**src/rtl/obi_arb_pkg.sv**
```systemverilog
// Shared types and helpers for the OBI round-robin arbiter.
// Holds the FSM state encoding and the index-width helper used by the top and the picker.
package obi_arb_pkg;

    typedef enum logic [1:0] {
        ARB_IDLE = 2'd0,
        ARB_REQ  = 2'd1,
        ARB_RESP = 2'd2
    } arb_state_t;

    // Width needed to index n requesters; never below one bit.
    function automatic int idx_w(input int n);
        return (n > 1) ? $clog2(n) : 1;
    endfunction

endpackage

```
**src/rtl/obi_arbiter_rr_pick.sv**
```systemverilog
// Combinational round-robin picker: the lowest requesting index at or above the pointer wins,
// and the search wraps around to index 0 when nothing at or above the pointer is requesting.
module rr_pick
    import obi_arb_pkg::*;
#(
    parameter int N     = 2,
    parameter int IDX_W = idx_w(N)
) (
    input  logic [N-1:0]     i_req,
    input  logic [IDX_W-1:0] i_ptr,
    output logic [N-1:0]     o_onehot,
    output logic [IDX_W-1:0] o_idx,
    output logic             o_valid
);

    logic [N-1:0] w_mask;
    logic [N-1:0] w_masked;
    logic [N-1:0] w_src;

    always_comb begin
        w_mask = '0;
        for (int i = 0; i < N; i++) begin
            w_mask[i] = (IDX_W'(i) >= i_ptr);
        end
    end

    assign w_masked = i_req & w_mask;
    // The masked search has priority; the unmasked search handles the wrap-around.
    assign w_src    = (|w_masked) ? w_masked : i_req;
    assign o_valid  = |i_req;

    always_comb begin
        o_idx    = '0;
        o_onehot = '0;
        for (int i = N - 1; i >= 0; i--) begin
            if (w_src[i]) begin
                o_idx = IDX_W'(i);
            end
        end
        if (o_valid) begin
            o_onehot[o_idx] = 1'b1;
        end
    end

endmodule

```
**src/rtl/obi_arbiter.sv**
```systemverilog
// Round-robin arbiter sharing one OBI slave port between NUM_REQ masters,
// with a single transaction outstanding downstream.
//
// state    | meaning
// ARB_IDLE | no transaction; pick a winner from s_req_i and latch it as owner
// ARB_REQ  | m_req_o high with owner's fields; waiting for m_gnt_i
// ARB_RESP | granted; waiting for m_rvalid_i
module obi_arbiter
    import obi_arb_pkg::*;
#(
    parameter int NUM_REQ = 2,
    parameter int ADDR_W  = 32,
    parameter int DATA_W  = 32
) (
    input  logic                        clk_i,
    input  logic                        rst_ni,
    input  logic [NUM_REQ-1:0]          s_req_i,
    output logic [NUM_REQ-1:0]          s_gnt_o,
    input  logic [NUM_REQ*ADDR_W-1:0]   s_addr_i,
    input  logic [NUM_REQ-1:0]          s_wr_en_i,
    input  logic [NUM_REQ*DATA_W/8-1:0] s_byte_en_i,
    input  logic [NUM_REQ*DATA_W-1:0]   s_wdata_i,
    output logic [NUM_REQ-1:0]          s_rvalid_o,
    output logic [NUM_REQ*DATA_W-1:0]   s_rdata_o,
    output logic                        m_req_o,
    input  logic                        m_gnt_i,
    output logic [ADDR_W-1:0]           m_addr_o,
    output logic                        m_wr_en_o,
    output logic [DATA_W/8-1:0]         m_byte_en_o,
    output logic [DATA_W-1:0]           m_wdata_o,
    input  logic                        m_rvalid_i,
    input  logic [DATA_W-1:0]           m_rdata_i
);

    localparam int IDX_W = idx_w(NUM_REQ);
    localparam int BE_W  = DATA_W / 8;

    arb_state_t         r_state;
    arb_state_t         w_state_nxt;
    logic [IDX_W-1:0]   r_owner;
    logic [NUM_REQ-1:0] r_owner_oh;
    logic [IDX_W-1:0]   r_prio_ptr;

    logic [NUM_REQ-1:0] w_pick_onehot;
    logic [IDX_W-1:0]   w_pick_idx;
    logic               w_pick_valid;
    logic               w_in_req;
    logic               w_busy;
    logic               w_done;
    logic [IDX_W-1:0]   w_ptr_nxt;

    rr_pick #(
        .N     (NUM_REQ),
        .IDX_W (IDX_W)
    ) u_rr_pick (
        .i_req    (s_req_i),
        .i_ptr    (r_prio_ptr),
        .o_onehot (w_pick_onehot),
        .o_idx    (w_pick_idx),
        .o_valid  (w_pick_valid)
    );

    always_ff @(posedge clk_i or negedge rst_ni) begin
        if (!rst_ni) begin
            r_state <= ARB_IDLE;
        end else begin
            r_state <= w_state_nxt;
        end
    end

    always_comb begin
        w_state_nxt = r_state;
        case (r_state)
            ARB_IDLE: if (w_pick_valid) w_state_nxt = ARB_REQ;
            ARB_REQ:  if (m_gnt_i)      w_state_nxt = m_rvalid_i ? ARB_IDLE : ARB_RESP;
            ARB_RESP: if (m_rvalid_i)   w_state_nxt = ARB_IDLE;
            default:                    w_state_nxt = ARB_IDLE;
        endcase
    end

    assign w_in_req  = (r_state == ARB_REQ);
    assign w_busy    = (r_state == ARB_REQ) || (r_state == ARB_RESP);
    assign w_done    = (w_in_req && m_gnt_i && m_rvalid_i) || ((r_state == ARB_RESP) && m_rvalid_i);
    assign w_ptr_nxt = (r_owner == IDX_W'(NUM_REQ - 1)) ? '0 : r_owner + IDX_W'(1);

    // Owner is kept both as an index (request mux) and one-hot (response demux).
    always_ff @(posedge clk_i or negedge rst_ni) begin
        if (!rst_ni) begin
            r_owner    <= '0;
            r_owner_oh <= NUM_REQ'(1);
            r_prio_ptr <= '0;
        end else begin
            if ((r_state == ARB_IDLE) && w_pick_valid) begin
                r_owner    <= w_pick_idx;
                r_owner_oh <= w_pick_onehot;
            end
            if (w_done) begin
                r_prio_ptr <= w_ptr_nxt;
            end
        end
    end

    always_comb begin
        m_req_o     = w_in_req;
        m_addr_o    = '0;
        m_wr_en_o   = 1'b0;
        m_byte_en_o = '0;
        m_wdata_o   = '0;
        if (w_in_req) begin
            m_addr_o    = s_addr_i[int'(r_owner)*ADDR_W +: ADDR_W];
            m_wr_en_o   = s_wr_en_i[r_owner];
            m_byte_en_o = s_byte_en_i[int'(r_owner)*BE_W +: BE_W];
            m_wdata_o   = s_wdata_i[int'(r_owner)*DATA_W +: DATA_W];
        end
    end

    assign s_gnt_o    = (w_in_req && m_gnt_i) ? r_owner_oh : '0;
    assign s_rvalid_o = (w_busy && m_rvalid_i) ? r_owner_oh : '0;

    always_comb begin
        s_rdata_o = '0;
        for (int i = 0; i < NUM_REQ; i++) begin
            if (w_busy && r_owner_oh[i]) begin
                s_rdata_o[i*DATA_W +: DATA_W] = m_rdata_i;
            end
        end
    end

endmodule
```
**config.mk**
```make
export PLATFORM = sky130hd
export DESIGN_NAME = obi_arbiter
export DESIGN_NICKNAME = d
export VERILOG_FILES = /design/src/rtl/obi_arb_pkg.sv /design/src/rtl/obi_arbiter_rr_pick.sv /design/src/rtl/obi_arbiter.sv
export SDC_FILE = /design/constraint.sdc
export NUM_CORES = 1
export LEC_CHECK = 0
export ABC_CLOCK_PERIOD_IN_PS = 2190
export CORE_AREA = 3 3 122 124
export CTS_CLUSTER_DIAMETER = 40
export DETAILED_ROUTE_END_ITERATION = 10
export DIE_AREA = 0 0 125 127
export GPL_TIMING_DRIVEN = 0
export PLACE_DENSITY_LB_ADDON = 0.15
export SLEW_MARGIN = 0
export SYNTH_ARGS = -nofsm -noshare
export SYNTH_HDL_FRONTEND = slang
export SYNTH_SLANG_ARGS = --single-unit
```
**constraint.sdc**
```tcl
create_clock -name clk_i -period 2.19 [get_ports clk_i]
set_input_delay 0.219 -clock clk_i [delete_from_list [all_inputs] [get_ports clk_i]]
set_output_delay 0.219 -clock clk_i [all_outputs]
set_load 0.05 [all_outputs]
```
==> Yosys cells after proc, flatten, opt, wreduce, memory -nomap -nowiden <==
Cells that the tools add are included.
{ "totals": {"register_bits": 6, "inputBits": 176, "out_inout_bits": 138, "elab_cells": 55} }
{ "classes": {"addsub": 1, "magnitude_cmp": 5, "n_eq_ne": 5, "shift": 3, "muxes": 22, "bitwise": 1, "n_reduce_logical": 14} }
{ "ops": {"columns": ["cell", "count"], "rows": [
  ["$mux 32", 4],
  ["$shiftx 64x7->32", 2],
  ["$mux 2", 8],
  ["$logic_and 1x1->1", 8],
  ["$shiftx 8x4->4", 1],
  ["$mux 1", 7],
  ["$ne 2x2->1 const B", 3],
  ["$pmux 2 s3", 1],
  ["$lt 1x2->1 const B", 2],
  ["$mux 4", 1],
  ["$reduce_or 2->1", 2],
  ["$reduce_and 3->1", 1],
  ["$and 2x2->2", 1],
  ["$eq 2x1->1 const B", 1],
  ["$eq 2x2->1 const B", 1],
  ["$ge 1x1->1 const A", 2],
  ["$logic_not 2->1", 1],
  ["$logic_or 1x1->1", 2],
  ["$add 1x1->1 const B", 1],
  ["$demux 1 s1", 1],
  ["$ge 1x1->1 const B", 1]
]} }

==> Depth between registers and ports, before layout <==
Gate-level depths: netlist of the first run.
{ "logic_depth": {"ltp_word": 11, "mapped_depth": 6, "ltp_nobuf": 5} }

==> Modules after synthesis <==
Synthesis of the first run repeated with hierarchy kept, for this count alone.
{ "hier_totals": {"hier_cells": 267, "hier_area_um2": 2024.4} }
{ "by_module_without_submodules": {"columns": ["module", "n_inst", "cells_each", "area_per_inst_um2", "seq_area_each_um2"], "rows": [
  ["obi_arbiter", 1, 262, 1991.9, 151.4],
  ["rr_pick", 1, 5, 32.5, 0.0]
]} }

==> Worst setup path before layout of the first run <==
Ideal clock, no wire load.
{ "synth_timing": {"kind": "reg2out", "start": "register r_state[1]", "end": "output m_addr_o[0]", "arrival_time_ps": 1691, "required_time_ps": 1971, "setup_slack_ps": 280, "path_stages_with_launch": 6, "path_buffers": 2, "path_cell_list": "dfrtp_1 > inv_1 > ha_1 > buf_4 > clkbuf_1 > nor2b_1"} }
{ "synth_between": {"elab_chain_len": 2} }
{ "synth_rtl": {"columns": ["item", "line_no", "text"], "rows": [
  ["start: declaration", "obi_arbiter.sv:38", "arb_state_t r_state;"],
  ["start signal: assignment", "obi_arbiter.sv:67", "r_state <= w_state_nxt;"],
  ["$eq 2x1->1", "obi_arbiter.sv:81", "assign w_in_req = (r_state == ARB_REQ);"],
  ["$mux 32", "obi_arbiter.sv:109", "if (w_in_req) begin"],
  ["end: declaration", "obi_arbiter.sv:27", "output logic [ADDR_W-1:0] m_addr_o,"]
]} }
No other way between the ends.

==> Worst setup path after layout of the first run <==
{ "layout_timing": {"start": "register r_state[0]", "end": "output s_rdata_o[22]"} }
{ "layout_between": {"elab_chain_len": 4, "elab_cells_between_ends": 5, "cone_classes": "eq/ne (2); mux (1); reduce/logical (2)"} }
{ "layout_rtl": {"columns": ["item", "line_no", "text"], "rows": [
  ["$eq 2x1->1 or $eq 2x2->1 (tied branches)", "obi_arbiter.sv:82", "assign w_busy = (r_state == ARB_REQ) || (r_state == ARB_RESP);"],
  ["$logic_or 1x1->1 *", "obi_arbiter.sv:82", null],
  ["$logic_and 1x1->1 *", "obi_arbiter.sv:123", "if (w_busy && r_owner_oh[i]) begin"],
  ["$mux 32 *", "obi_arbiter.sv:123", null],
  ["end: declaration", "obi_arbiter.sv:24", "output logic [NUM_REQ*DATA_W-1:0] s_rdata_o,"]
]} }
Mark *: on every way between the ends. The rest lies on a longest branch, timed or not.

==> metrics.log, run 1 <==
INFO  metric vias = 3166
INFO  metric routabilityCongestion = 0.886
INFO  metric port_buffers = 313
INFO  metric drv_cap = 0
INFO  metric numClockSinks = 6
INFO  metric timing.hold.worst.class = in -> async
INFO  metric worst_slew_margin_rel = 0.636
INFO  metric final_net_count = 765
INFO  metric clock.fmax = 477 MHz
INFO  metric multi_input_comb_area = 1740 sq um
INFO  metric cts_hold_buf = 0
INFO  metric critical_path.max_stage_delay = 500 ps
INFO  metric insertion_delay = 230 ps
INFO  metric cts.reportedPaths.clkPinSlew = 40 ps
INFO  metric endpoint_kind = output pin
INFO  metric cts.path.max_buffers = 2
INFO  metric remaining_drc_errors = 0
INFO  metric async_flop_share = 1.00
INFO  metric dominantRegCellSynth = sky130_fd_sc_hd__dfrtp_1
INFO  metric timing.setup.tns = 0 ps
INFO  metric areaGrowthSynthToFinish = 137%
INFO  metric synth_cell_type_count = 23
INFO  metric yosys_register_bits = 6
INFO  metric finalPower = 9.13 mW
INFO  metric final-seq-area = 151 sq um
INFO  metric htree_levels = 1
INFO  metric finalHoldViolCount = 0
INFO  metric static-leakage-power = 2.61 nW
INFO  metric dp_slack = -544 ps
INFO  metric synth_sequential_area_ratio = 0.0718
INFO  metric worst_hold_slack = 233 ps
INFO  metric effective_utilization_at_floorplan = 0.152
INFO  metric clock-skew-final = 5.18 ps
INFO  metric floorplan.die_area = 15900 sq um
INFO  metric layout_setup_ws = 94.4 ps
INFO  metric critical_path_required = 1970 ps
INFO  metric crit_slowest_cell = sky130_fd_sc_hd__clkdlybuf4s15_1
INFO  metric synth_top_family_by_area = simple AND/OR/NAND/NOR gates
INFO  metric route.final.wire_length = 12.7 mm
INFO  metric synth.area.top_cells = sky130_fd_sc_hd__mux2i_1 (33%), sky130_fd_sc_hd__nor2b_1 (21%), sky130_fd_sc_hd__and3_1 (14%)
INFO  metric cts-root-buf = sky130_fd_sc_hd__clkbuf_16
INFO  metric pin_count_of_the_biggest_net_entering_global_routing = 11
INFO  metric final_cell_area = 4990 sq um
INFO  metric rsz_0062_raised_after_global_routing = false
INFO  metric reg2reg_slack = 820 ps
INFO  metric maxSlewViolCount = 0
INFO  metric wl_per_cell = 16.7 um
INFO  metric tightest_slew = 548 ps
INFO  metric crit_path_start_kind = flop
INFO  metric finalCoreUtilization = 0.360
INFO  metric postPlaceCellArea = 5470 sq um
INFO  metric number_of_antenna_violations_at_the_first_check_in_global_routing = 0
INFO  metric run_status = complete, no violations
INFO  metric synth_top_area_frac = 0.332
INFO  metric grt_pass1_vias = 3295
INFO  metric list_of_most_frequent_post_synthesis_cells = sky130_fd_sc_hd__nor2b_1 (71), sky130_fd_sc_hd__mux2i_1 (70), sky130_fd_sc_hd__and3_1 (47)
INFO  metric netlist.top_cell.by_area = sky130_fd_sc_hd__mux2i_1
INFO  metric vdd_ir_drop_max = 0.000760 V
INFO  metric n_antenna_cell = 0
INFO  metric synthesized_area_per_cell = 7.90 sq um
INFO  metric cp_data_arrival_time = 1880 ps
INFO  metric area_of_the_core = 13900 sq um
INFO  metric post-cts-setup-buffers = 0
INFO  metric number_of_top_level_pins = 314
INFO  metric drive_gt1_frac = 0.293
INFO  metric number_of_enable_type_register_cells_in_the_synthesized_netlist = 0
INFO  metric finalWorstPathRequiredPeriod = 2100 ps
INFO  metric final.fill_count = 1534
INFO  metric drt_iter0_drc = 60
INFO  metric synth-compound-area-share = 0.0332
INFO  metric post_synth_xor_area_fraction = 0
INFO  metric number_of_buffers_added_by_the_clock_tree_synthesis_step = 3
INFO  metric synth_simple_gate_area_frac = 0.436
INFO  metric yosys_warnings = 0
INFO  metric routed_via_density = 4.14
INFO  metric synth.most_common_cell = sky130_fd_sc_hd__nor2b_1
INFO  metric ant_nets = 0
INFO  metric cell_by_cell_trace_of_the_critical_path = inv_1 > ha_1 > buf_2 > and3_1 > clkdlybuf4s15_1
INFO  metric cpLargestDelayFamily = buffers and inverters
INFO  metric die_y = 127 um
INFO  metric detail_route.first_pass.iterations = 4
INFO  metric report.final.setup_viol = 0
INFO  metric num_rows = 43
INFO  metric power-per-cell-area = 1830 nW/um^2
INFO  metric tritoncts = built
INFO  metric timing.final.crit_share = 0.957
INFO  metric finish.cell_count_without_fillers = 764
INFO  metric critical_path_class = reg -> out
INFO  metric dp.final_hpwl = 10.9 mm
INFO  metric grt_pass1_wl = 18.7 mm
INFO  metric proportion_of_synthesized_area_in_mux_cells = 0.332
INFO  metric post_synthesis_net_count = 447
INFO  metric groute.usage.overall = 0.145
INFO  metric worst-path-max-fanout = 10
INFO  metric place_inst = 760
INFO  metric yosys.area_share.adder = 0.0237
INFO  metric dieWidth = 125 um
INFO  metric netlist_area = 2110 sq um
INFO  metric synthesis.instances = 267
INFO  metric grt-ovfl-total = 0
INFO  metric worstPathBufferInverterCount = 3
## flip-flops by register name, indices dropped and copies added, names as in the netlist
| register | flops |
|---|---|
| r_owner_oh | 2 |
| r_state | 2 |
| r_owner | 1 |
| r_prio_ptr | 1 |
## path summary, 6_finish.rpt
| path | from | end | cells after the start |
|---|---|---|---|
| worst max-delay path | r_state[0] | s_rdata_o[22] | 5 |
| worst min-delay path | rst_ni | r_state[0] | 1 |
| worst max register to register | r_state[1] | r_owner_oh[1] | 5 |
| worst min register to register | r_prio_ptr | r_prio_ptr | 2 |
| max in group asynchronous | rst_ni | r_owner_oh[0] | 1 |
| min in group clk_i | r_prio_ptr | r_prio_ptr | 2 |
## power breakdown
part | leakage [nW] | total [mW] | switching, mW | internal (mW)
Sequential | 0.0717 | 0.238 | 0.0607 | 0.177
Combinational | 2.50 | 8.59 | 6.02 | 2.57
Clock | 0.0382 | 0.309 | 0.0671 | 0.242
## timing repair
item	4_1_cts	5_1_grt
hold endpoints to repair	0	0
setup endpoints to repair	137	133
resized for setup	397	246
pin swaps	0	0
## kinds of logic after synthesis
kind of cell / Yosys count
multiplexers: 70
flip-flops: 6
AND/OR/NAND/NOR: 145
AO/OA/AOI/OAI: 10
adder cells (fa/ha/maj): 4
buffers and inverters: 32
## cells in the final DEF, fill, tap and decap left out
cell type / instances
sky130_fd_sc_hd__dfstp_2: 1
sky130_fd_sc_hd__nor2_1: 3
sky130_fd_sc_hd__o32a_1: 1
sky130_fd_sc_hd__and3_2: 21
sky130_fd_sc_hd__clkdlybuf4s50_1: 176
sky130_fd_sc_hd__clkbuf_16: 3
sky130_fd_sc_hd__o211ai_1: 1
sky130_fd_sc_hd__and3_1: 47
sky130_fd_sc_hd__mux2i_1: 70
sky130_fd_sc_hd__inv_1: 3
sky130_fd_sc_hd__o21ai_0: 1
sky130_fd_sc_hd__clkbuf_2: 19
sky130_fd_sc_hd__nor3_1: 1
sky130_fd_sc_hd__clkbuf_4: 20
sky130_fd_sc_hd__clkdlybuf4s15_1: 12
sky130_fd_sc_hd__buf_2: 96
sky130_fd_sc_hd__nand2_1: 2
sky130_fd_sc_hd__a21o_1: 1
sky130_fd_sc_hd__dfrtp_1: 5
sky130_fd_sc_hd__dlygate4sd2_1: 3
sky130_fd_sc_hd__clkbuf_1: 7
sky130_fd_sc_hd__ha_1: 4
sky130_fd_sc_hd__a21oi_1: 4
sky130_fd_sc_hd__buf_4: 2
sky130_fd_sc_hd__o31ai_1: 1
sky130_fd_sc_hd__buf_6: 1
sky130_fd_sc_hd__a211oi_2: 1
sky130_fd_sc_hd__buf_8: 7
sky130_fd_sc_hd__nor2b_1: 71
## area by class of cell
type | instances | area share
Multi-Input combinational cell | 229 | 0.348
Clock buffer | 4 | 0.0158
Timing Repair Buffer | 313 | 0.514
Sequential cell | 6 | 0.0303
Inverter | 3 | 0.00225
Buffer | 29 | 0.0438
Tap cell | 180 | 0.0451
## layer usage
metal | wire length [um] | GRT usage
met1 | 4600 | 0.152
met2 | 7060 | 0.295
met3 | 890 | 0.0351
met4 | 183 | 0.0204
met5 | 0 | 0
Note: power is estimated with default switching activity, not from simulation.
==> run 2: changes to the inputs <==
Settings changed: PLACE_DENSITY from default to 0.67, PLACE_DENSITY_LB_ADDON 0.15 to default.
==> metrics.log, run 2 (synthesis gave the netlist of run 1 again) <==
INFO  metric finish.cell_count_without_fillers = 766
INFO  metric ff_to_ff_path_depth = 5
INFO  metric endpoint_kind = output pin
INFO  metric insertion_delay = 230 ps
INFO  metric timing.final.crit_share = 0.956
INFO  metric run_status = complete, no violations
INFO  metric tritoncts = built
INFO  metric power.share.clock = 0.032
INFO  metric p_sw = 6.20 mW
INFO  metric cts-root-buf = sky130_fd_sc_hd__clkbuf_16
INFO  metric cp_data_arrival_time = 1880 ps
INFO  metric number_of_buffers_added_by_the_clock_tree_synthesis_step = 3
INFO  metric final.fill_count = 1469
INFO  metric critical_path_class = reg -> out
INFO  metric cts.path.max_buffers = 2
INFO  metric area_of_the_core = 13900 sq um
INFO  metric finalHoldViolCount = 0
INFO  metric remaining_drc_errors = 0
INFO  metric internal-power = 3.15 mW
INFO  metric finalPower = 9.36 mW
INFO  metric global_route_track_usage_on_met1 = 0.163
INFO  metric timing.hold.worst.class = in -> async
INFO  metric finalWorstPathRequiredPeriod = 2090 ps
INFO  metric cts_hold_buf = 0
INFO  metric drt_iter0_drc = 70
INFO  metric ant_nets = 0
INFO  metric crit_path_start_kind = flop
INFO  metric share_comb_of_total_power = 0.942
INFO  metric worst_r2r_endpoint = r_state[1]
INFO  metric share_seq_of_total_power = 0.026
INFO  metric port_buffers = 313
INFO  metric clock-skew-final = 4.92 ps
INFO  metric power-per-cell-area = 1810 nW/um^2
INFO  metric cts.reportedPaths.clkPinSlew = 40 ps
INFO  metric critPathLaunch = r_state[0]
INFO  metric drv_cap = 0
INFO  metric met3_track_demand_over_resource_in_global_routing = 0.0272
INFO  metric postPlaceCellArea = 5470 sq um
INFO  metric routabilityCongestion = 0.947
INFO  metric worstReg2RegStart = r_state[0]
INFO  metric detail_route.first_pass.iterations = 5
INFO  metric grt_pass1_wl = 18.7 mm
INFO  metric num_rows = 43
INFO  metric worst-path-max-fanout = 10
INFO  metric pin_count_of_the_biggest_net_entering_global_routing = 11
INFO  metric groute.layer.met2.usage = 0.282
INFO  metric switching_share = 0.663
INFO  metric most-common-layout-cells = sky130_fd_sc_hd__clkdlybuf4s50_1 (176), sky130_fd_sc_hd__buf_2 (73), sky130_fd_sc_hd__nor2b_1 (71)
INFO  metric biggestRegsByFlops = r_owner_oh: 2 flops, r_state: 2 flops
INFO  metric numClockSinks = 6
INFO  metric worst_hold_slack = 241 ps
INFO  metric grt-ovfl-total = 0
INFO  metric finalCoreUtilization = 0.372
INFO  metric grt_pass1_vias = 3332
INFO  metric dieWidth = 125 um
INFO  metric report.final.setup_viol = 0
INFO  metric groute.usage.overall = 0.143
INFO  metric dp.final_hpwl = 10.7 mm
INFO  metric number_of_antenna_violations_at_the_first_check_in_global_routing = 0
INFO  metric critical_path_required = 1970 ps
INFO  metric globalRoute.busiestLayer = met2
INFO  metric drive_gt1_frac = 0.287
INFO  metric static-leakage-power = 2.60 nW
INFO  metric number_of_top_level_pins = 314
INFO  metric htree_levels = 1
INFO  metric worst_slew_margin_rel = 0.655
INFO  metric maxSlewViolCount = 0
INFO  metric floorplan.die_area = 15900 sq um
INFO  metric route.final.wire_length = 12.6 mm
INFO  metric vdd_ir_drop_max = 0.000706 V
INFO  metric tightest_slew = 519 ps
INFO  metric reg2reg_slack = 810 ps
INFO  metric layout.cells.most_common = sky130_fd_sc_hd__clkdlybuf4s50_1
INFO  metric final_net_count = 766
INFO  metric wl_per_cell = 16.5 um
INFO  metric areaGrowthSynthToFinish = 145%
INFO  metric die_y = 127 um
INFO  metric final_cell_area = 5170 sq um
INFO  metric routed_via_density = 4.27
INFO  metric rsz_0062_raised_after_global_routing = false
INFO  metric place_inst = 760
INFO  metric clock.fmax = 477 MHz
INFO  metric effective_utilization_at_floorplan = 0.152
INFO  metric vias = 3268
==> run 2: changes by cell type in the layout (fill, tap and decap cells not counted), sizes merged <==
cell,delta
clkbuf,-4
diode,+1
buf,-23
clkdlybuf4s18,+5
clkdlybuf4s15,+22
dlygate4sd2,+1
==> run 2: metrics by stage <==
stage                     setup TNS (ps)  setup slack (ps)
after floorplan                        0               280
after global placement            -26580              -504
after detailed placement          -30510              -504
after CTS                              0              1.31
after global routing                   0             0.423
final                                  0              95.4
==> run 2: per-layer routing <==
metal / vias up / part of all wire
met5: - / 0
met4: 0 / 0.0075
met3: 8 / 0.071
met2: 172 / 0.54
met1: 1519 / 0.38
li1: 1569 / -
==> run 2: cell type report <==
type	instances	area, sq um	area share
multi-input cells	229	1740	0.337
inverters	3	11.3	0.00218
flip-flops and latches	6	151	0.0293
plain buffers	29	221	0.0429
clock buffers	4	78.8	0.0153
repair buffers	314	2740	0.530
well taps	180	225	0.0436
diodes	1	2.50	0.000484
==> run 2: how the worst max path moves through the flow <==
stage | cells past startpoint | slack (ps) | endpoint
5_1_grt | 6 | 0.4 | m_addr_o[10]
3_3_place_gp | 6 | -500 | s_gnt_o[0]
2_1_floorplan | 5 | 280 | m_addr_o[0]
3_5_place_dp | 6 | -500 | s_gnt_o[0]
4_1_cts | 6 | 1 | s_rdata_o[36]
6_report | 5 | 100 | s_rdata_o[17]
==> run 2: repair_timing <==
item                                   in CTS  in global routing
endpoints found under the hold margin       0                  0
setup endpoints to repair                 137                116
setup buffers                               0                  1
pin swaps                                   0                  0
gates resized for setup                   425                170
==> run 2: power by group through the flow <==
stage | registers, mW | logic (mW) | clock network (mW)
2_1_floorplan | 0.218 | 6.45 | 0
3_3_place_gp | 0.240 | 9.51 | 0
3_5_place_dp | 0.245 | 9.55 | 0
4_1_cts | 0.245 | 9.09 | 0.306
5_1_grt | 0.249 | 9.23 | 0.316
6_report | 0.240 | 8.81 | 0.303
==> run 2: critical path, cell delays in order (launching register included) <==
cell,delay (ps)
sky130_fd_sc_hd__dfrtp_1,380
sky130_fd_sc_hd__inv_1,80
sky130_fd_sc_hd__ha_1,320
sky130_fd_sc_hd__buf_2,190
sky130_fd_sc_hd__and3_1,160
sky130_fd_sc_hd__dlygate4sd2_1,520
==> run 3: changes to the inputs <==
Settings changed: CAP_MARGIN from default to 40.
==> results of run 3 <==
The final DEF is identical to that of run 2; final timing and power are the same.
